## config.mk

```make
export PLATFORM = sky130hd
export DESIGN_NAME = key_event_ctrl
export DESIGN_NICKNAME = d
export VERILOG_FILES = /design/src/rtl/key_event_ctrl.sv
export SDC_FILE = /design/constraint.sdc
export NUM_CORES = 1
export LEC_CHECK = 0
export ABC_CLOCK_PERIOD_IN_PS = 8950
export CAP_MARGIN = 20
export CORE_AREA = 2 2 107 109
export CTS_BUF_LIST = sky130_fd_sc_hd__clkbuf_8
export DETAILED_ROUTE_END_ITERATION = 10
export DIE_AREA = 0 0 109 111
export GPL_ROUTABILITY_DRIVEN = 1
export PLACE_DENSITY = 0.69
export SLEW_MARGIN = 20
export SYNTH_ARGS = -nofsm -noshare
export SYNTH_HDL_FRONTEND = slang
export SYNTH_SLANG_ARGS = --single-unit
```

## constraint.sdc

```tcl
create_clock -name clk -period 8.95 [get_ports clk]
set_input_delay 0.895 -clock clk [delete_from_list [all_inputs] [get_ports clk]]
set_output_delay 0.895 -clock clk [all_outputs]
set_load 0.02 [all_outputs]
```

## src/rtl/key_event_ctrl.sv

```systemverilog
// PS/2 scan-code decoder: turns E0/F0 prefixed byte streams into {brk, ext, code} events queued in a FWFT FIFO.
// Optional held-modifier tracking is compiled in with `define KEY_EVENT_MODS_EN.
module key_event_ctrl #(
    parameter int unsigned FIFO_DEPTH     = 8,
    parameter int unsigned TIMEOUT_CYCLES = 1000000
) (
    input  logic                             clk,
    input  logic                             rst,
    input  logic [15:0]                      keycode_in,
    input  logic                             keycode_valid_in,
    input  logic                             event_rd,
    output logic [9:0]                       event_data,
    output logic                             event_valid,
    output logic [$clog2(FIFO_DEPTH):0]      event_count,
    output logic                             ovf,
    output logic                             seq_err,
    input  logic                             flags_clr,
    output logic [3:0]                       mods
);

    localparam int unsigned AW = $clog2(FIFO_DEPTH);
    localparam int unsigned CW = AW + 1;
    localparam int unsigned TW = $clog2(TIMEOUT_CYCLES + 1);
    localparam int unsigned EW = 10;

    typedef enum logic [1:0] {
        IDLE     = 2'd0,
        GOT_E0   = 2'd1,
        GOT_F0   = 2'd2,
        GOT_E0F0 = 2'd3
    } state_t;

    state_t          state;
    logic [TW-1:0]   to_cnt;
    logic [7:0]      byte_in;
    logic            unused_prev_byte;
    logic            is_e0;
    logic            is_f0;
    logic            is_junk;
    logic            emit_c;
    logic [EW-1:0]   ev_c;
    logic            timeout_c;

    logic [EW-1:0]   mem [FIFO_DEPTH];
    logic [AW-1:0]   wr_ptr;
    logic [AW-1:0]   rd_ptr;
    logic [AW-1:0]   rd_nx;
    logic [CW-1:0]   count_nx;
    logic [EW-1:0]   head_nx;
    logic            full;
    logic            pop_ok;
    logic            push_ok;
    logic            drop_c;

    assign byte_in          = keycode_in[7:0];
    assign unused_prev_byte = ^keycode_in[15:8];
    assign is_e0            = (byte_in == 8'hE0);
    assign is_f0            = (byte_in == 8'hF0);
    assign is_junk          = (byte_in == 8'h00) || (byte_in == 8'hAA) || (byte_in == 8'hE1) ||
                              (byte_in == 8'hFA) || (byte_in == 8'hFE) || (byte_in == 8'hFF);

    // Event decode for the byte sampled this edge; the push happens on the same edge.
    always_comb begin
        emit_c = 1'b0;
        ev_c   = {2'b00, byte_in};
        if (keycode_valid_in) begin
            case (state)
                IDLE: begin
                    emit_c = !is_e0 && !is_f0 && !is_junk;
                    ev_c   = {2'b00, byte_in};
                end
                GOT_E0: begin
                    emit_c = !is_e0 && !is_f0;
                    ev_c   = {2'b01, byte_in};
                end
                GOT_F0: begin
                    emit_c = !is_e0 && !is_f0;
                    ev_c   = {2'b10, byte_in};
                end
                GOT_E0F0: begin
                    emit_c = !is_e0 && !is_f0;
                    ev_c   = {2'b11, byte_in};
                end
                default: begin
                    emit_c = 1'b0;
                    ev_c   = {2'b00, byte_in};
                end
            endcase
        end
    end

    // A byte arriving on the expiry edge takes priority and restarts the window.
    assign timeout_c = !keycode_valid_in && (state != IDLE) &&
                       (to_cnt == TW'(TIMEOUT_CYCLES - 1));

    // Prefix FSM, timeout counter and sticky sequence-error flag.
    always_ff @(posedge clk) begin
        if (rst) begin
            state   <= IDLE;
            to_cnt  <= '0;
            seq_err <= 1'b0;
        end else begin
            if (keycode_valid_in) begin
                to_cnt <= '0;
                case (state)
                    IDLE: begin
                        if (is_e0)      state <= GOT_E0;
                        else if (is_f0) state <= GOT_F0;
                        else            state <= IDLE;
                    end
                    GOT_E0: begin
                        if (is_f0)      state <= GOT_E0F0;
                        else if (is_e0) state <= GOT_E0;
                        else            state <= IDLE;
                    end
                    GOT_F0: begin
                        if (is_e0 || is_f0) state <= GOT_F0;
                        else                state <= IDLE;
                    end
                    GOT_E0F0: begin
                        if (is_e0 || is_f0) state <= GOT_E0F0;
                        else                state <= IDLE;
                    end
                    default: state <= IDLE;
                endcase
            end else if (timeout_c) begin
                state  <= IDLE;
                to_cnt <= '0;
            end else if (state != IDLE) begin
                to_cnt <= to_cnt + TW'(1);
            end

            if (timeout_c)      seq_err <= 1'b1;
            else if (flags_clr) seq_err <= 1'b0;
        end
    end

    assign full    = (event_count == CW'(FIFO_DEPTH));
    assign pop_ok  = event_rd && event_valid;
    assign push_ok = emit_c && (!full || pop_ok);
    assign drop_c  = emit_c && !push_ok;
    assign rd_nx   = pop_ok ? (rd_ptr + AW'(1)) : rd_ptr;

    always_comb begin
        count_nx = event_count;
        case ({push_ok, pop_ok})
            2'b10:   count_nx = event_count + CW'(1);
            2'b01:   count_nx = event_count - CW'(1);
            default: count_nx = event_count;
        endcase
    end

    // Next head: the entry being written this edge if it lands at the new read slot.
    always_comb begin
        head_nx = '0;
        if (count_nx != '0) begin
            if (push_ok && (wr_ptr == rd_nx)) head_nx = ev_c;
            else                              head_nx = mem[rd_nx];
        end
    end

    always_ff @(posedge clk) begin
        if (push_ok) mem[wr_ptr] <= ev_c;
    end

    // FIFO pointers, registered head/valid/count and sticky overflow flag.
    always_ff @(posedge clk) begin
        if (rst) begin
            wr_ptr      <= '0;
            rd_ptr      <= '0;
            event_count <= '0;
            event_valid <= 1'b0;
            event_data  <= '0;
            ovf         <= 1'b0;
        end else begin
            if (push_ok) wr_ptr <= wr_ptr + AW'(1);
            rd_ptr      <= rd_nx;
            event_count <= count_nx;
            event_valid <= (count_nx != '0);
            event_data  <= head_nx;
            if (drop_c)         ovf <= 1'b1;
            else if (flags_clr) ovf <= 1'b0;
        end
    end

`ifdef KEY_EVENT_MODS_EN
    // Modifier state follows every decoded event, including those the FIFO drops.
    always_ff @(posedge clk) begin
        if (rst) begin
            mods <= 4'b0000;
        end else if (emit_c) begin
            if (ev_c[7:0] == 8'h12 && !ev_c[8]) mods[0] <= !ev_c[9];
            if (ev_c[7:0] == 8'h59 && !ev_c[8]) mods[1] <= !ev_c[9];
            if (ev_c[7:0] == 8'h14)             mods[2] <= !ev_c[9];
            if (ev_c[7:0] == 8'h11)             mods[3] <= !ev_c[9];
        end
    end
`else
    assign mods = 4'b0000;
`endif

endmodule

```

Yosys cells after proc, flatten, opt, wreduce, memory -nomap -nowiden. Memory sizes are Yosys's and may differ from the RTL's. A register that Yosys moved wholly into a read port is not among the register bits. Cells that the tools add are included.

Add/sub/neg operators: 5. Equal/unequal tests: 14. Muxes and demuxes: 20. Bitwise operators: 1. Reductions and logical operators: 30.

Operators by type and width (count): 8-bit equality test, second input constant (7); 10-bit one-hot mux with 4 select lines (1); 20-bit by 1-bit adder with 20-bit output, second input constant (1); 20-bit equality test, second input constant (1); 2-bit 2-to-1 mux (7); 10-bit 2-to-1 mux (1); 8-bit zero test (1); 2-bit one-hot mux with 4 select lines (1); 4-bit one-hot mux with 2 select lines (1); 2-bit nonzero test (4); 1-bit logical AND (7); 1-bit logical OR (7); 1-bit 2-to-1 mux (7); 3-bit by 1-bit adder with 3-bit output, second input constant (2); 2-bit equality test, second input constant (3); 1-bit zero test (6); 3-bit OR reduction (2); 4-bit by 1-bit adder with 4-bit output, second input constant (1); 2-bit by 1-bit equality test with 1-bit output, second input constant (2); 4-bit equality test, second input constant (1); 4-bit nonzero test (1); 4-bit by 1-bit subtractor with 4-bit output, second input constant (1); 3-bit 2-to-1 mux (1); 2-bit zero test (1); other kinds (3) (3).

Register bits: 35. Bits in writable memories: 80. Input bits: 21. Output and inout port bits: 21. Logic and storage cells: 79. Memories: 1.

Memories: mem (words 8, width 10, read ports 1, clocked after Yosys merged registers in 1, wr ports 1, RTL line 44) `logic [EW-1:0] mem [FIFO_DEPTH];`.

Logic depth before layout (Yosys ltp).
Word-level depth: 16. Mapped depth: 15. Mapped depth without buffers: 12.

Worst setup path after synthesis. No wires, ideal clock.

Path type: input to register. Start: input port keycode_in[5]. End: register event_data[0], read port of mem. Library setup time: 0.058 ns. Arrival time: 3.885 ns. Data required time: 8.892 ns. Path slack: 5.007 ns. Stages: 14. Buffers on the path: 2. Path through: or4_4 -> a2111oi_4 -> nor3_2 -> buf_2 -> nand2b_1 -> inv_1 -> ha_1 -> a21o_1 -> a211oi_1 -> nor2_1 -> a211o_1 -> a41oi_2 -> buf_6 -> o211a_1.

Word-level cells in the longest chain between the ends: 16. Elaborated cells on any way between the ends: 27. Classes of those cells: eq/ne (9); mux (3); bitwise (1); reduce/logical (14).

RTL lines: from (decl) (RTL line 9) `input logic [15:0] keycode_in,`; 8-bit equality test / 8-bit zero test (equally long branches) (RTL line 59) `assign is_junk = (byte_in == 8'h00) || (byte_in == 8'hAA) || (byte_in == 8'hE1) ||`; 1-bit logical OR (3 in a row) (RTL line 59); 1-bit logical OR (2 in a row) (RTL line 60) `(byte_in == 8'hFA) || (byte_in == 8'hFE) || (byte_in == 8'hFF);`; 1-bit zero test (RTL line 69) `emit_c = !is_e0 && !is_f0 && !is_junk;`; 1-bit logical AND (RTL line 69); 1-bit one-hot mux with 2 select lines * (RTL line 67) `case (state)`; 1-bit 2-to-1 mux * (RTL line 66) `if (keycode_valid_in) begin`; 1-bit logical AND * (RTL line 140) `assign push_ok = emit_c && (!full || pop_ok);`; 2-bit by 1-bit equality test with 1-bit output / 2-bit equality test (equally long branches) (RTL line 146) `case ({push_ok, pop_ok})`; 4-bit one-hot mux with 2 select lines * (RTL line 146); 4-bit nonzero test * (RTL line 156) `if (count_nx != '0) begin`; 1-bit inverter (no line) *; 2-bit OR reduction (no line) *; to (decl) (RTL line 12) `output logic [9:0] event_data,`.

Every way passes the cells marked *; elsewhere a longest branch is shown, timed or not. A chain may end at the register's enable or synchronous reset.

Worst setup path after layout.
Start: input port keycode_in[4]. End: register event_data[0], read port of mem.

Same word-level chain as after synthesis.

==> key figures <==
Status
  • Status: finished, final reports clean

Power
  • P_int: 1120 uW
  • Clk network pwr share: between 30% and 40%
  • PwrDens: between 200 and 250 nW/um2
  • Sw Share: around 26%
  • Final Total Pwr: between 1500 and 2000 uW
  • Peak supply drop: 127 uV
  • Leak Pwr: about 0.0023 uW
  • Logic pwr share: 18.5%
  • NetSw: about 390 uW
  • Sequential power share: 44.2%

Global routing
  • First-pass GRT wire length: 17.0 mm
  • All-layer global routing usage: a little under a fifth
  • Gr ovfl total: 0
  • Vias in the first global route: about 3.2k
  • Initial antenna violation count: 0
  • Largest net degree at the start of global routing: 22

Layout
  • Cell area after layout: roughly 6300 um2
  • Diodes inserted: 0
  • Nets: 455
  • Layout area overhead: 17.4%
  • Finished Core Util: ~57%
  • Layout cells sized above 1: between 10% and 20%

Timing
  • Final setup violation count: 0
  • Final Skew: 0.00899 ns
  • Final TNS setup: 0 ns
  • Slew Viols, Final: 0
  • Worst slew pin tran: 1.04 ns
  • Final hold vios: 0
  • Relative slew slack: between 30% and 40%
  • WHS: approximately 0.46 ns
  • Fmax: approximately 200 MHz
  • Crit path time final: around 5 ns
  • Unrepaired setup endpoints after global routing: false
  • Period utilization: 56.1%

Yosys
  • Post-synthesis compound-gate area fraction: ~6%
  • Top cells by area, synth: edfxtp_1, dfxtp_1, mux4_2
  • Synth top area share: between 40% and 50%
  • Post-synthesis instance area: between 5000 and 6000 um2
  • Synth Instances: between 300 and 400
  • Synth Flop Type: edfxtp_1
  • Post-synth top area cell: edfxtp_1
  • FFs w/ async S/R, synth: 0%
  • Seq/Total Area, Yosys: 61.7%
  • Synth Area in XOR/XNOR: under 10%
  • Mean Syn Cell Area: between 10 and 15 um2
  • Main combinational cell family by area after synthesis: simple AND/OR/NAND/NOR gates
  • Number of synthesized register bits: about 130
  • Synth cell count leaders: edfxtp_1, dfxtp_1, nor2_1, nand2_1, mux4_2
  • Simple-gate share of the synthesized area: about 12%
  • Post-synth EDFFs: 80
  • Post-Synth Adder-Cell Area: between 1.5 and 2%
  • Synth cell types: 54
  • Most frequent cell after synthesis: edfxtp_1
  • Post-synthesis mux area share: 11.1%
  • Synth warn: 0

Critical path
  • Worst endpoint required time: just over 9 ns
  • Worst Path Max Fanout: 14
  • CP endpoint kind: flip-flop
  • CP max-delay cell: clkdlybuf4s50_1
  • Crit path cell chain: clkdlybuf4s50_1 > or3_1 > a2111oi_2 > nor3_2 > nand2b_1 > inv_1 > ha_1 > a21o_1 > a211oi_1 > nor2_1 > a211o_1 > a41oi_2 > o211a_1
  • Worst Path Buf+Inv: 2
  • Setup crit start kind: input port
  • Arr. time, crit path: roughly 5.4 ns
  • Critical Path Max Stage Delay: 0.71 ns
  • Crit Path Category: in2reg
  • Delay-heaviest family, CP: compound AO/OA/AOI/OAI gates

Clock network
  • Clock sink count: ~130
  • H-tree depth reported by CTS: 4
  • Num CTS Buffers: 17
  • TritonCTS clock tree: done
  • Worst skew pair latency: 0.44 ns
  • CTS Buffer Depth: 2
  • PostCTS Resize Cnt: 0
  • CTS Root Cell: clkbuf_8
  • Cts hold-fix bufs: 0
  • Setup bufs post-CTS: 0
  • Clock transition at path regs: ~0.07 ns

Placed design
  • DP HPWL: 6.59 mm
  • Dpl cell area: 5820 um2
  • Placer Congestion: 0.728
  • # port buffers: 29

Floorplanning
  • Std-Cell Core Area: around 11,000 um2
  • Die area: ~12,000 um2
  • Die Span Y: approximately 110 um
  • FP Rows: 39
  • Num ports: 42
  • Starting Density: about half
  • Chip Width: 109 um

Routing
  • Initial detailed-routing violation count: 170
  • Via count: between 3k and 4k
  • DRC violations left: 0
  • DRT antenna net count: 0
  • Drt pass-1 iters: 5
  • Via density: around 5.6
  • Routed WL: around 10 mm
  • Wire length per cell: roughly 18 um

Flow run
  • Max_cap viols: 0

Worst hold path
  • Min-delay worst type: reg2reg
[cell type report]
cell class / count / area (um2)
sequential: 125 / 3300
clock inverter: 14 / 215
multi-input combinational: 241 / 1970
inverter: 6 / 22.5
timing repair buffer: 37 / 350
clock buffer: 18 / 248
tap: 143 / 179
fill: 866 / 4790
[metal layers]
metal	vias to the layer above	wire length, um	GRT usage, %
met1	1632	4520	25.1
met4	0	177	7.52
met2	81	5230	29.2
met5	-	0	0
met3	13	433	5.70
li1	1537	-	-
[registers in the layout (all words and copies together) (netlist names)]
signal / flops
ovf: 1
state: 2
wr_ptr: 3
event_valid: 1
seq_err: 1
mem: 80
to_cnt: 20
rd_ptr: 3
event_count: 4
event_data: 10
[cell families after synthesis]
family                   after synthesis
AO/OA/AOI/OAI                         35
XOR/XNOR                              28
adder cells (fa/ha/maj)                6
buffers and inverters                 31
flip-flops                           125
multiplexers                          34
other                                  1
AND/OR/NAND/NOR                      134
[cells in the final DEF, fill, tap and decap left out, drive strengths merged, types with 5 or more instances in the layout]
master         instances
a21oi                  5
and3                   5
buf                    8
bufinv                 5
clkbuf                18
clkdlybuf4s50         29
dfxtp                 45
edfxtp                80
ha                     5
inv                    8
mux2i                 13
mux4                  20
nand2                 30
nand3                 11
nand4                  6
nor2                  43
nor3                   9
o211a                 11
xnor2                 19
xor2                   9
[worst reg2reg max path, cell delays in order, from the launching register on]
cell and delay [ns]:
dfxtp_1 0.36, or2_1 0.36, a2111oi_2 0.64, nor3_2 0.27
nand2b_1 0.27, inv_1 0.12, ha_1 0.23, a21o_1 0.19
a211oi_1 0.32, nor2_1 0.07, a211o_1 0.31, a41oi_2 0.66
o211a_1 0.27
[metrics by stage]
stage | setup WS, ns | instances
floorplan | 5.01 | 397
global placement | 3.57 | 552
detailed placement | 3.48 | 552
CTS | 3.91 | 584
global route | 3.69 | 584
finish | 3.93 | 584
[power groups by stage]
| stage | clock network (uW) | logic, uW | registers (uW) |
|---|---|---|---|
| floorplan | 0 | 178 | 696 |
| global placement | 0 | 278 | 680 |
| detailed placement | 0 | 284 | 682 |
| CTS | 573 | 285 | 669 |
| global route | 597 | 307 | 673 |
| finish | 563 | 280 | 669 |
[worst paths after layout]
| kind | to | slack, ns | depth (start not counted) | from |
|---|---|---|---|---|
| max | event_data[0]$_SDFF_PP0_ | 3.93 | 13 | keycode_in[4] |
| min | seq_err$_SDFFE_PP0P_ | 0.46 | 2 | seq_err$_SDFFE_PP0P_ |
| max reg2reg | event_data[0]$_SDFF_PP0_ | 4.81 | 12 | state[1]$_SDFFE_PP0P_ |
| min reg2reg | seq_err$_SDFFE_PP0P_ | 0.46 | 2 | seq_err$_SDFFE_PP0P_ |
Power figures use the tool's default switching activity.
==> RTL edit: new RTL, config.mk and constraints unchanged <==
`TIMEOUT_CYCLES`: 1000000 -> 500000.
--- a/src/rtl/key_event_ctrl.sv
+++ b/src/rtl/key_event_ctrl.sv
@@ -2,7 +2,7 @@
 // Optional held-modifier tracking is compiled in with `define KEY_EVENT_MODS_EN.
 module key_event_ctrl #(
     parameter int unsigned FIFO_DEPTH     = 8,
-    parameter int unsigned TIMEOUT_CYCLES = 1000000
+    parameter int unsigned TIMEOUT_CYCLES = 500000
 ) (
     input  logic                             clk,
     input  logic                             rst,
Formal check against the unedited RTL: same outputs for any inputs over 4 cycles, from zero or initial values and one cycle with rst high; that may be too few to reach the edited logic, so the function may still have changed.
==> RTL edit against the original RTL <==
- total power increased by 0.58%
- routed wire length increased by 0.78%
- sequential share of layout area decreased by 0.41 points
- design area increased by 0.18%
- combinational power increased by 17%
- worst setup slack improved by 0.56 ns
- die area unchanged
- synthesized cell count decreased by 1.5%
- sequential power decreased by 0.6%
- sequential cell count decreased by 1
- critical path depth decreased by 1
- global-route usage decreased by 0.12 points
- area after synthesis increased by 0.58%
- critical path type unchanged
==> RTL edit: results (changes against the original RTL) <==
metric,value,unit,change
Worst Setup Slack post-DPL,4.07,ns,was 3.48 ns
met2 wire len,4.94,mm,was 5.23 mm
WL/cell,17.9,µm,was 17.8 µm
worst reg2reg path endpoint,event_data[1]$_SDFF_PP0_,,was event_data[0]$_SDFF_PP0_
Detailed Place HPWL,6.64,mm,was 6.59 mm
global routing met1 resource utilization,0.262,,was 0.251
number of fill cells,874,,was 866
largest registers ranked by flip-flop count,"mem (80), to_cnt (19), event_data (10)",,"was mem (80), to_cnt (20), event_data (10)"
Critical path origin,keycode_in[1],,was keycode_in[4]
switching power as a share of total power,0.266,,was 0.259
Non-clock inverters,4,,was 6
count of clock-net buffers in the final layout,19,,was 18
Plain + repair buffers,40,,was 37
detailed-routing wirelength on met1,4.76,mm,was 4.52 mm
ratio of routed vias to standard cells,5.38,,was 5.59
Max stage delay on crit path,0.74,ns,was 0.71 ns
critical-path cell with the highest stage delay,a2bb2oi_2,,was clkdlybuf4s50_1
most common library cells after synthesis,"edfxtp_1 (80), nor2_1 (46), dfxtp_1 (44), nand2_1 (25), mux4_2 (20)",,"was edfxtp_1 (80), dfxtp_1 (45), nor2_1 (43), nand2_1 (30), mux4_2 (20)"
result of the run,completed,,unchanged
Global Route met2 Usage,0.274,,was 0.292
"synthesized-area fraction occupied by ao, oa, aoi and oai cells",0.0671,,was 0.0603
share of cells above drive strength 1,0.197,,was 0.156
Pre-Repair DR Iteration Count,4,,was 5
top area cells in the synthesized netlist,"edfxtp_1 (45%), dfxtp_1 (16%), mux4_2 (8.4%), nor2_1 (3.2%), a221oi_2 (2.8%)",,"was edfxtp_1 (45%), dfxtp_1 (17%), mux4_2 (8.4%), xnor2_1 (3.1%), nor2_1 (3.0%)"
reg2reg path depth,11,,was 12
proportion of cell area spent on the clock network,0.0693,,was 0.0736
first-pass GRT wire length,16.7,mm,was 17.0 mm
routability congestion estimate,0.770,,was 0.728
buffer share of cell area,0.0604,,was 0.0557
setup slack of the most critical reg-to-reg path,5.39,ns,was 4.81 ns
minimum period implied by the final worst setup slack,4.46,ns,was 5.02 ns
overall fraction of global-route tracks in use,0.188,,was 0.189
met3 usage,0.0476,,was 0.0570
measured slew at the worst slew-check pin,0.937,ns,was 1.04 ns
number of library cell types mapped by synthesis,53,,was 54
fraction of the mapped netlist area in adder cells,0.0153,,was 0.0154
post-synthesis mux area share,0.112,,was 0.111
Mean Syn Cell Area,13.9,µm²,was 13.6 µm²
"IR drop worst, VDD",0.147,mV,was 0.127 mV
final instance area,0.00630,mm²,was 0.00629 mm²
post-route worst hold slack,0.498,ns,was 0.459 ns
"Seq/Total Area, Yosys",0.610,,was 0.617
share of the synthesized netlist area taken by xor and xnor gates,0.0437,,was 0.0458
count of clock tree sinks,124,,was 125
-- RTL edit: worst register-to-register path, delay by kind of cell (launching register included) --
family | cells | cell delay (ns)
adders and majority gates | 1 | 0.40
DFF | 1 | 0.34
and+or+nand+nor | 4 | 0.80
AOI/OAI and AO/OA | 4 | 1.60
xor gates and xnor gates | 1 | 0.15
muxes | 1 | 0.11
-- RTL edit: power groups by stage --
stage | registers, mW | logic, mW | clock network (mW)
after global routing | 0.668 | 0.353 | 0.561
after CTS | 0.665 | 0.332 | 0.540
after floorplan | 0.702 | 0.208 | 0
after global placement | 0.676 | 0.325 | 0
after detailed placement | 0.677 | 0.332 | 0
final | 0.665 | 0.327 | 0.529
-- RTL edit: logic make-up (layout without fill, tap and decap cells) --
group	after synthesis	count (layout)
DFF	124	124
muxes	35	35
AOI/OAI and AO/OA	36	36
other	1	4
xor gates and xnor gates	26	26
buffers and inverters	26	76
adders and majority gates	6	6
and+or+nand+nor	134	134
